`src/rtl/pipeline_ctrl_pkg.sv`:
```
// Shared definitions for the pipeline hazard/flush controller and the ID-stage decoder.
package pipeline_ctrl_pkg;

  typedef enum logic [1:0] {
    ST_RUN    = 2'd0,
    ST_STALL  = 2'd1,
    ST_FREEZE = 2'd2
  } pipe_state_e;

  localparam logic [1:0] PC_SEL_SEQ = 2'b00;
  localparam logic [1:0] PC_SEL_JMP = 2'b01;
  localparam logic [1:0] PC_SEL_BR  = 2'b10;

  localparam logic [5:0] OP_RTYPE = 6'h00;
  localparam logic [5:0] OP_J     = 6'h02;
  localparam logic [5:0] OP_BEQ   = 6'h04;
  localparam logic [5:0] OP_BNE   = 6'h05;
  localparam logic [5:0] OP_LW    = 6'h23;
  localparam logic [5:0] OP_SW    = 6'h2b;

  // Decoder helpers: which opcodes read rt, load from memory, or jump.
  function automatic logic op_reads_rt(input logic [5:0] op);
    return (op == OP_RTYPE) || (op == OP_SW) || (op == OP_BEQ) || (op == OP_BNE);
  endfunction

  function automatic logic op_is_load(input logic [5:0] op);
    return op == OP_LW;
  endfunction

  function automatic logic op_is_jump(input logic [5:0] op);
    return op == OP_J;
  endfunction

endpackage

```
`src/rtl/pipeline_ctrl.sv`:
```
// Five-stage pipeline controller: load-use stalls, branch/jump flushes, memory freeze.
// Optional performance counters are built when PIPE_CTRL_PERF_EN is defined.
module pipeline_ctrl
  import pipeline_ctrl_pkg::*;
#(
  parameter int STALL_CYC = 1,
  parameter int CNT_W     = 16
) (
  input  logic             clk_i,
  input  logic             rst_i,
  input  logic [4:0]       if_id_rs_i,
  input  logic [4:0]       if_id_rt_i,
  input  logic             if_id_use_rt_i,
  input  logic             id_ex_memread_i,
  input  logic [4:0]       id_ex_rt_i,
  input  logic             jump_i,
  input  logic             branch_taken_i,
  input  logic             dmem_busy_i,
  output logic             pc_write_o,
  output logic             if_id_write_o,
  output logic             if_id_flush_o,
  output logic             id_ex_flush_o,
  output logic             ex_mem_flush_o,
  output logic [1:0]       pc_sel_o,
  output logic [CNT_W-1:0] stall_cnt_o,
  output logic [CNT_W-1:0] flush_cnt_o
);

  localparam logic [1:0] BCNT_INIT = 2'(STALL_CYC - 1);

  pipe_state_e state_q, state_d, cur_st;
  logic [1:0]  bcnt_q, bcnt_d;
  logic        hazard;
  logic        bubble;

  assign hazard = id_ex_memread_i && (id_ex_rt_i != 5'd0) &&
                  ((id_ex_rt_i == if_id_rs_i) ||
                   (if_id_use_rt_i && (id_ex_rt_i == if_id_rt_i)));

  // FREEZE keeps bcnt untouched, and bcnt is non-zero only while stalling,
  // so the interrupted state is recovered from bcnt when the freeze lifts.
  always_comb begin
    cur_st = state_q;
    if (state_q == ST_FREEZE) cur_st = (bcnt_q != 2'd0) ? ST_STALL : ST_RUN;
  end

  // NOTE: every output and next-state value gets a default first so no latch is inferred.
  always_comb begin
    state_d        = state_q;
    bcnt_d         = bcnt_q;
    bubble         = 1'b0;
    pc_write_o     = 1'b1;
    if_id_write_o  = 1'b1;
    if_id_flush_o  = 1'b0;
    id_ex_flush_o  = 1'b0;
    ex_mem_flush_o = 1'b0;
    pc_sel_o       = PC_SEL_SEQ;

    if (rst_i) begin
      pc_write_o     = 1'b0;
      if_id_write_o  = 1'b0;
      if_id_flush_o  = 1'b1;
      id_ex_flush_o  = 1'b1;
      ex_mem_flush_o = 1'b1;
      state_d        = ST_RUN;
      bcnt_d         = 2'd0;
    end else if (dmem_busy_i) begin
      pc_write_o    = 1'b0;
      if_id_write_o = 1'b0;
      state_d       = ST_FREEZE;
    end else if (branch_taken_i) begin
      pc_sel_o       = PC_SEL_BR;
      if_id_flush_o  = 1'b1;
      id_ex_flush_o  = 1'b1;
      ex_mem_flush_o = 1'b1;
      state_d        = ST_RUN;
      bcnt_d         = 2'd0;
    end else if (jump_i) begin
      pc_sel_o      = PC_SEL_JMP;
      if_id_flush_o = 1'b1;
      state_d       = ST_RUN;
      bcnt_d        = 2'd0;
    end else if (cur_st == ST_RUN && hazard) begin
      bubble = 1'b1;
      if (STALL_CYC > 1) begin
        state_d = ST_STALL;
        bcnt_d  = BCNT_INIT;
      end else begin
        state_d = ST_RUN;
      end
    end else if (cur_st == ST_STALL) begin
      bubble  = 1'b1;
      bcnt_d  = bcnt_q - 2'd1;
      state_d = (bcnt_q == 2'd1) ? ST_RUN : ST_STALL;
    end else begin
      state_d = ST_RUN;
    end

    if (bubble) begin
      pc_write_o    = 1'b0;
      if_id_write_o = 1'b0;
      id_ex_flush_o = 1'b1;
    end
  end

  // NOTE: sequential state uses non-blocking assignments only.
  always_ff @(posedge clk_i) begin
    if (rst_i) begin
      state_q <= ST_RUN;
      bcnt_q  <= 2'd0;
    end else begin
      state_q <= state_d;
      bcnt_q  <= bcnt_d;
    end
  end

`ifdef PIPE_CTRL_PERF_EN
  logic [CNT_W-1:0] stall_cnt_q, stall_cnt_d;
  logic [CNT_W-1:0] flush_cnt_q, flush_cnt_d;
  logic             br_flush;

  assign br_flush = !rst_i && !dmem_busy_i && branch_taken_i;

  // Both counters saturate at all-ones; freeze cycles produce no events.
  always_comb begin
    stall_cnt_d = stall_cnt_q;
    flush_cnt_d = flush_cnt_q;
    if (bubble && (stall_cnt_q != '1))   stall_cnt_d = stall_cnt_q + 1'b1;
    if (br_flush && (flush_cnt_q != '1)) flush_cnt_d = flush_cnt_q + 1'b1;
  end

  always_ff @(posedge clk_i) begin
    if (rst_i) begin
      stall_cnt_q <= '0;
      flush_cnt_q <= '0;
    end else begin
      stall_cnt_q <= stall_cnt_d;
      flush_cnt_q <= flush_cnt_d;
    end
  end

  assign stall_cnt_o = stall_cnt_q;
  assign flush_cnt_o = flush_cnt_q;
`else
  assign stall_cnt_o = '0;
  assign flush_cnt_o = '0;
`endif

endmodule

```
`config.mk`:
```
export PLATFORM = sky130hd
export DESIGN_NAME = pipeline_ctrl
export DESIGN_NICKNAME = d
export VERILOG_FILES = /design/src/rtl/pipeline_ctrl_pkg.sv /design/src/rtl/pipeline_ctrl.sv
export SDC_FILE = /design/constraint.sdc
export NUM_CORES = 1
export LEC_CHECK = 0
export ABC_AREA = 1
export BUFFER_PORTS_ARGS = -buffer_cell sky130_fd_sc_hd__buf_2
export CAP_MARGIN = 0
export CORE_ASPECT_RATIO = 0.8
export CORE_MARGIN = 2
export CORE_UTILIZATION = 32
export DETAILED_ROUTE_END_ITERATION = 16
export GPL_ROUTABILITY_DRIVEN = 0
export PLACE_DENSITY = 0.71
export SLEW_MARGIN = 40
export SYNTH_ARGS = -nofsm -noshare
export SYNTH_HDL_FRONTEND = slang
export SYNTH_SLANG_ARGS = --single-unit
```
`constraint.sdc`:
```
create_clock -name clk_i -period 1.4 [get_ports clk_i]
set_input_delay 0.28 -clock clk_i [delete_from_list [all_inputs] [get_ports clk_i]]
set_output_delay 0.28 -clock clk_i [all_outputs]
set_load 0.02 [all_outputs]
```
==> results by stage <==
Floorplan:
- The die covers about 2700 um2.
- The total core area is 2160 um2.
- The initialized floorplan defines 15 standard-cell rows.
- Once the floorplan was initialized, standard cells occupied about a third of the core.
- In this run the horizontal extent of the chip is 57.5 um.
- The vertical die dimension is 46.8 um.
- In this run the count of I/O pins placed on the die edge is 61.

Clock network:
- The clock sink count is 4.
- The clock transition time at the flip-flop clock pins of the worst setup and hold paths is 0.04 ns.
- In this run, CTS created clock tree buffers numbering 3.
- TritonCTS built the clock tree.
- CTS placed an instance of sky130_fd_sc_hd__clkbuf_4 at the clock tree root.
- The depth of the CTS H-tree is 1.
- Counting along the longest clock path gives a buffer depth of 2.
- The worst-skew pair later-pin latency is approximately 0.23 ns.
- After clock tree synthesis, the flow added hold-fix buffers numbering 0.

Worst setup path:
- The sum of buffers and inverters on the critical path is 3.
- The critical path is of the reg2out type.
- The worst setup path is captured at an output port.
- The sort of element at the start of the critical path is a flop.
- Traced cell by cell, the critical path runs through inv_2 -> ha_4 -> inv_2 -> a21oi_4 -> nand2_2 -> a21oi_2 -> nand2_1 -> nand2_2 -> nand2_2 -> nand2_2 -> buf_6.
- The critical path arrival is 1.44 ns.
- The largest stage delay on the critical path is ~0.31 ns.
- Along the worst path, the maximum fanout reaches 2.
- The kind of cell with the highest combined delay on the critical path is simple AND/OR/NAND/NOR gates.
- The critical path's most frequent cell is sky130_fd_sc_hd__nand2_2.
- For this design, the slowest cell found on the critical path is sky130_fd_sc_hd__dfxtp_2.
- The required time of the critical path is around 1.1 ns.

Detailed routing:
- The via count is around 700.
- The post-route antenna net violation count is 0.
- The iteration-0 DRC count of the detailed router is 12.
- After detailed routing, the number of remaining DRC violations is 0.
- The post-detailed-route via-to-cell ratio is 3.75.
- The total detailed-routing wirelength is roughly 1.4 mm.
- The first-pass iteration count of the detailed router is 3.
- Dividing the detail-routed wire length by the instance count gives 7.23 um.

Synth:
- The count of warnings emitted by yosys is 0.
- The post-synthesis sequential area ratio is a little over a tenth.
- Counting every instance in the synthesized netlist gives 129.
- After synthesis, the netlist uses 18 different library cells.
- After synthesis the cells add up to 732 um2.
- After synthesis the netlist holds a flip-flop and latch count of 4.
- The synthesized area per cell is around 5.7 um2.

Global routing:
- The largest net degree at the start of global routing is 6.
- The number of antenna violations at the first check in global routing is 0.
- The number of global-route vias before repair is between 500 and 600.
- The combined global-route utilization of all metal layers is 9.64%.
- The total grt overflow is 0.
- The first global-routing pass estimated approximately 2 mm of wire.

Timing:
- The share of the cycle needed by the critical path after routing is 123%.
- The final count of hold timing violations is 0.
- The clock skew is 0.000618 ns.
- The final count of negative-setup-slack endpoints is 3.
- Setup repair after global routing could not meet its margin everywhere.
- For the finished layout, the period the worst path requires is 1.72 ns.
- In the final timing run, aggregate negative setup slack is -0.944 ns.
- The max-slew violation count is 0.
- Derived from the worst setup path, the maximum achievable clock frequency is 580 MHz.
- The smallest setup slack after layout is -0.324 ns.

Placement:
- Including well taps, the total number of placed cells is 186.
- Summed over all nets, the half-perimeter wirelength after detailed placement is 1.14 mm.
- Port buffering added 28 buffers.

Finish:
- The post-synthesis to final-layout area growth is 30.3%.
- Fill cells in the final layout number between 200 and 250.
- The finished layout holds around 190 standard cells, fillers aside.
- After the last flow step, the layout net total stands at just under 200.
- 0 antenna diodes ended up in the layout.
- The post-route netlist has a little over a third of its cells at a drive strength greater than 1.
- The final core utilization is roughly 44%.

Flow run:
- The max-capacitance violation count is 0.

Power and ir drop:
- The cell area power density is ~500 nW/um2.
- The reported leakage power is 0.591 nW.
- The total design power is 0.486 mW.
- The peak supply drop is about 0.50 mV.

Run status:
- The final reports fail on setup timing.
- The flow ran to the end, but the final reports show violations.

Hold path:
- The class of the tightest hold or removal check is in2reg.
cells in the mapped netlist:
cell type / number / area share, %
sky130_fd_sc_hd__nand2_2: 1 / 0.86
sky130_fd_sc_hd__inv_2: 2 / 1.0
sky130_fd_sc_hd__nor2_1: 10 / 5.1
sky130_fd_sc_hd__nor3_1: 1 / 0.68
sky130_fd_sc_hd__nor2_2: 2 / 1.7
sky130_fd_sc_hd__o21ai_0: 3 / 2.1
sky130_fd_sc_hd__inv_1: 22 / 11
sky130_fd_sc_hd__ha_1: 2 / 3.4
sky130_fd_sc_hd__xnor2_1: 1 / 1.2
sky130_fd_sc_hd__conb_1: 1 / 0.51
sky130_fd_sc_hd__a21oi_1: 4 / 2.7
sky130_fd_sc_hd__nand2_1: 37 / 19
sky130_fd_sc_hd__buf_4: 33 / 34
sky130_fd_sc_hd__nor3b_1: 1 / 1.0
sky130_fd_sc_hd__dfxtp_1: 4 / 11
sky130_fd_sc_hd__a21oi_2: 2 / 2.4
sky130_fd_sc_hd__nand3_1: 2 / 1.4
sky130_fd_sc_hd__nor4_1: 1 / 0.86
layout by cell type (no fill, tap or decap), types with 3 or more instances in the layout:
cell	instances
sky130_fd_sc_hd__buf_6	3
sky130_fd_sc_hd__nand2_1	33
sky130_fd_sc_hd__clkbuf_4	3
sky130_fd_sc_hd__conb_1	32
sky130_fd_sc_hd__nand2_2	4
sky130_fd_sc_hd__inv_2	5
sky130_fd_sc_hd__buf_2	25
sky130_fd_sc_hd__buf_4	9
sky130_fd_sc_hd__inv_1	19
sky130_fd_sc_hd__nor2_1	10
sky130_fd_sc_hd__a21oi_2	3
repair_timing:
action,in CTS,in global routing
buffers inserted,2,2
pin swaps,8,4
gates resized for setup,8,9
endpoints found under the setup margin,3,5
state kept, by name, indices dropped and copies added (netlist names):
| name | count |
|---|---|
| state_q | 2 |
| bcnt_q | 2 |
kinds of logic (layout without fill, tap and decap cells):
family / Yosys count / in the layout / synth area share (%)
other: 1 / 32 / 0.512
xor gates and xnor gates: 1 / 1 / 1.20
adders and majority gates: 2 / 2 / 3.42
DFF: 4 / 4 / 10.9
and+or+nand+nor: 55 / 55 / 30.6
buffers and inverters: 57 / 64 / 46.2
AOI/OAI and AO/OA: 9 / 9 / 7.18
worst min-delay path, stage by stage:
cell	delay, ns
sky130_fd_sc_hd__buf_2	0.08
sky130_fd_sc_hd__buf_4	0.12
sky130_fd_sc_hd__a21oi_2	0.03
path summary, 6_finish.rpt:
kind / from / endpoint / slack [ns] / depth (start not counted)
max: bcnt_q[0] / id_ex_flush_o / -0.32 / 11
min: rst_i / bcnt_q[1] / 0.33 / 3
max reg2reg: bcnt_q[0] / bcnt_q[1] / 0.08 / 10
min reg2reg: bcnt_q[1] / bcnt_q[1] / 0.48 / 2
report_power, final:
group / internal [mW] / total, mW / switching [mW]
clock network: 0.0957 / 0.140 / 0.0446
registers: 0.116 / 0.118 / 0.00190
logic: 0.0680 / 0.227 / 0.159
metal layers:
layer | global-route usage (%) | up-vias | part of all wire, %
met5 | 0 | - | 0
met4 | 2.79 | 0 | 0.50
met3 | 3.31 | 2 | 12
met2 | 17.5 | 36 | 47
met1 | 11.1 | 292 | 41
li1 | - | 390 | -
area by class of cell:
type                            count  area [um2]  area share, %
Clock buffer                        3        22.5           2.36
Sequential cell                     4        82.6           8.66
Timing Repair Buffer               37         226           23.8
Inverter                           24        90.1           9.45
Tap cell                           25        31.3           3.28
Multi-Input combinational cell     99         500           52.5
through the flow:
stage | instance area, um2 | setup slack (ns) | hold slack [ns]
floorplan | 882 | -0.102 | 0.342
global route | 953 | -0.439 | 0.332
global placement | 847 | -0.175 | 0.466
CTS | 907 | -0.372 | 0.326
finish | 953 | -0.324 | 0.329
detailed placement | 847 | -0.189 | 0.464
Power figures use the tool's default switching activity.
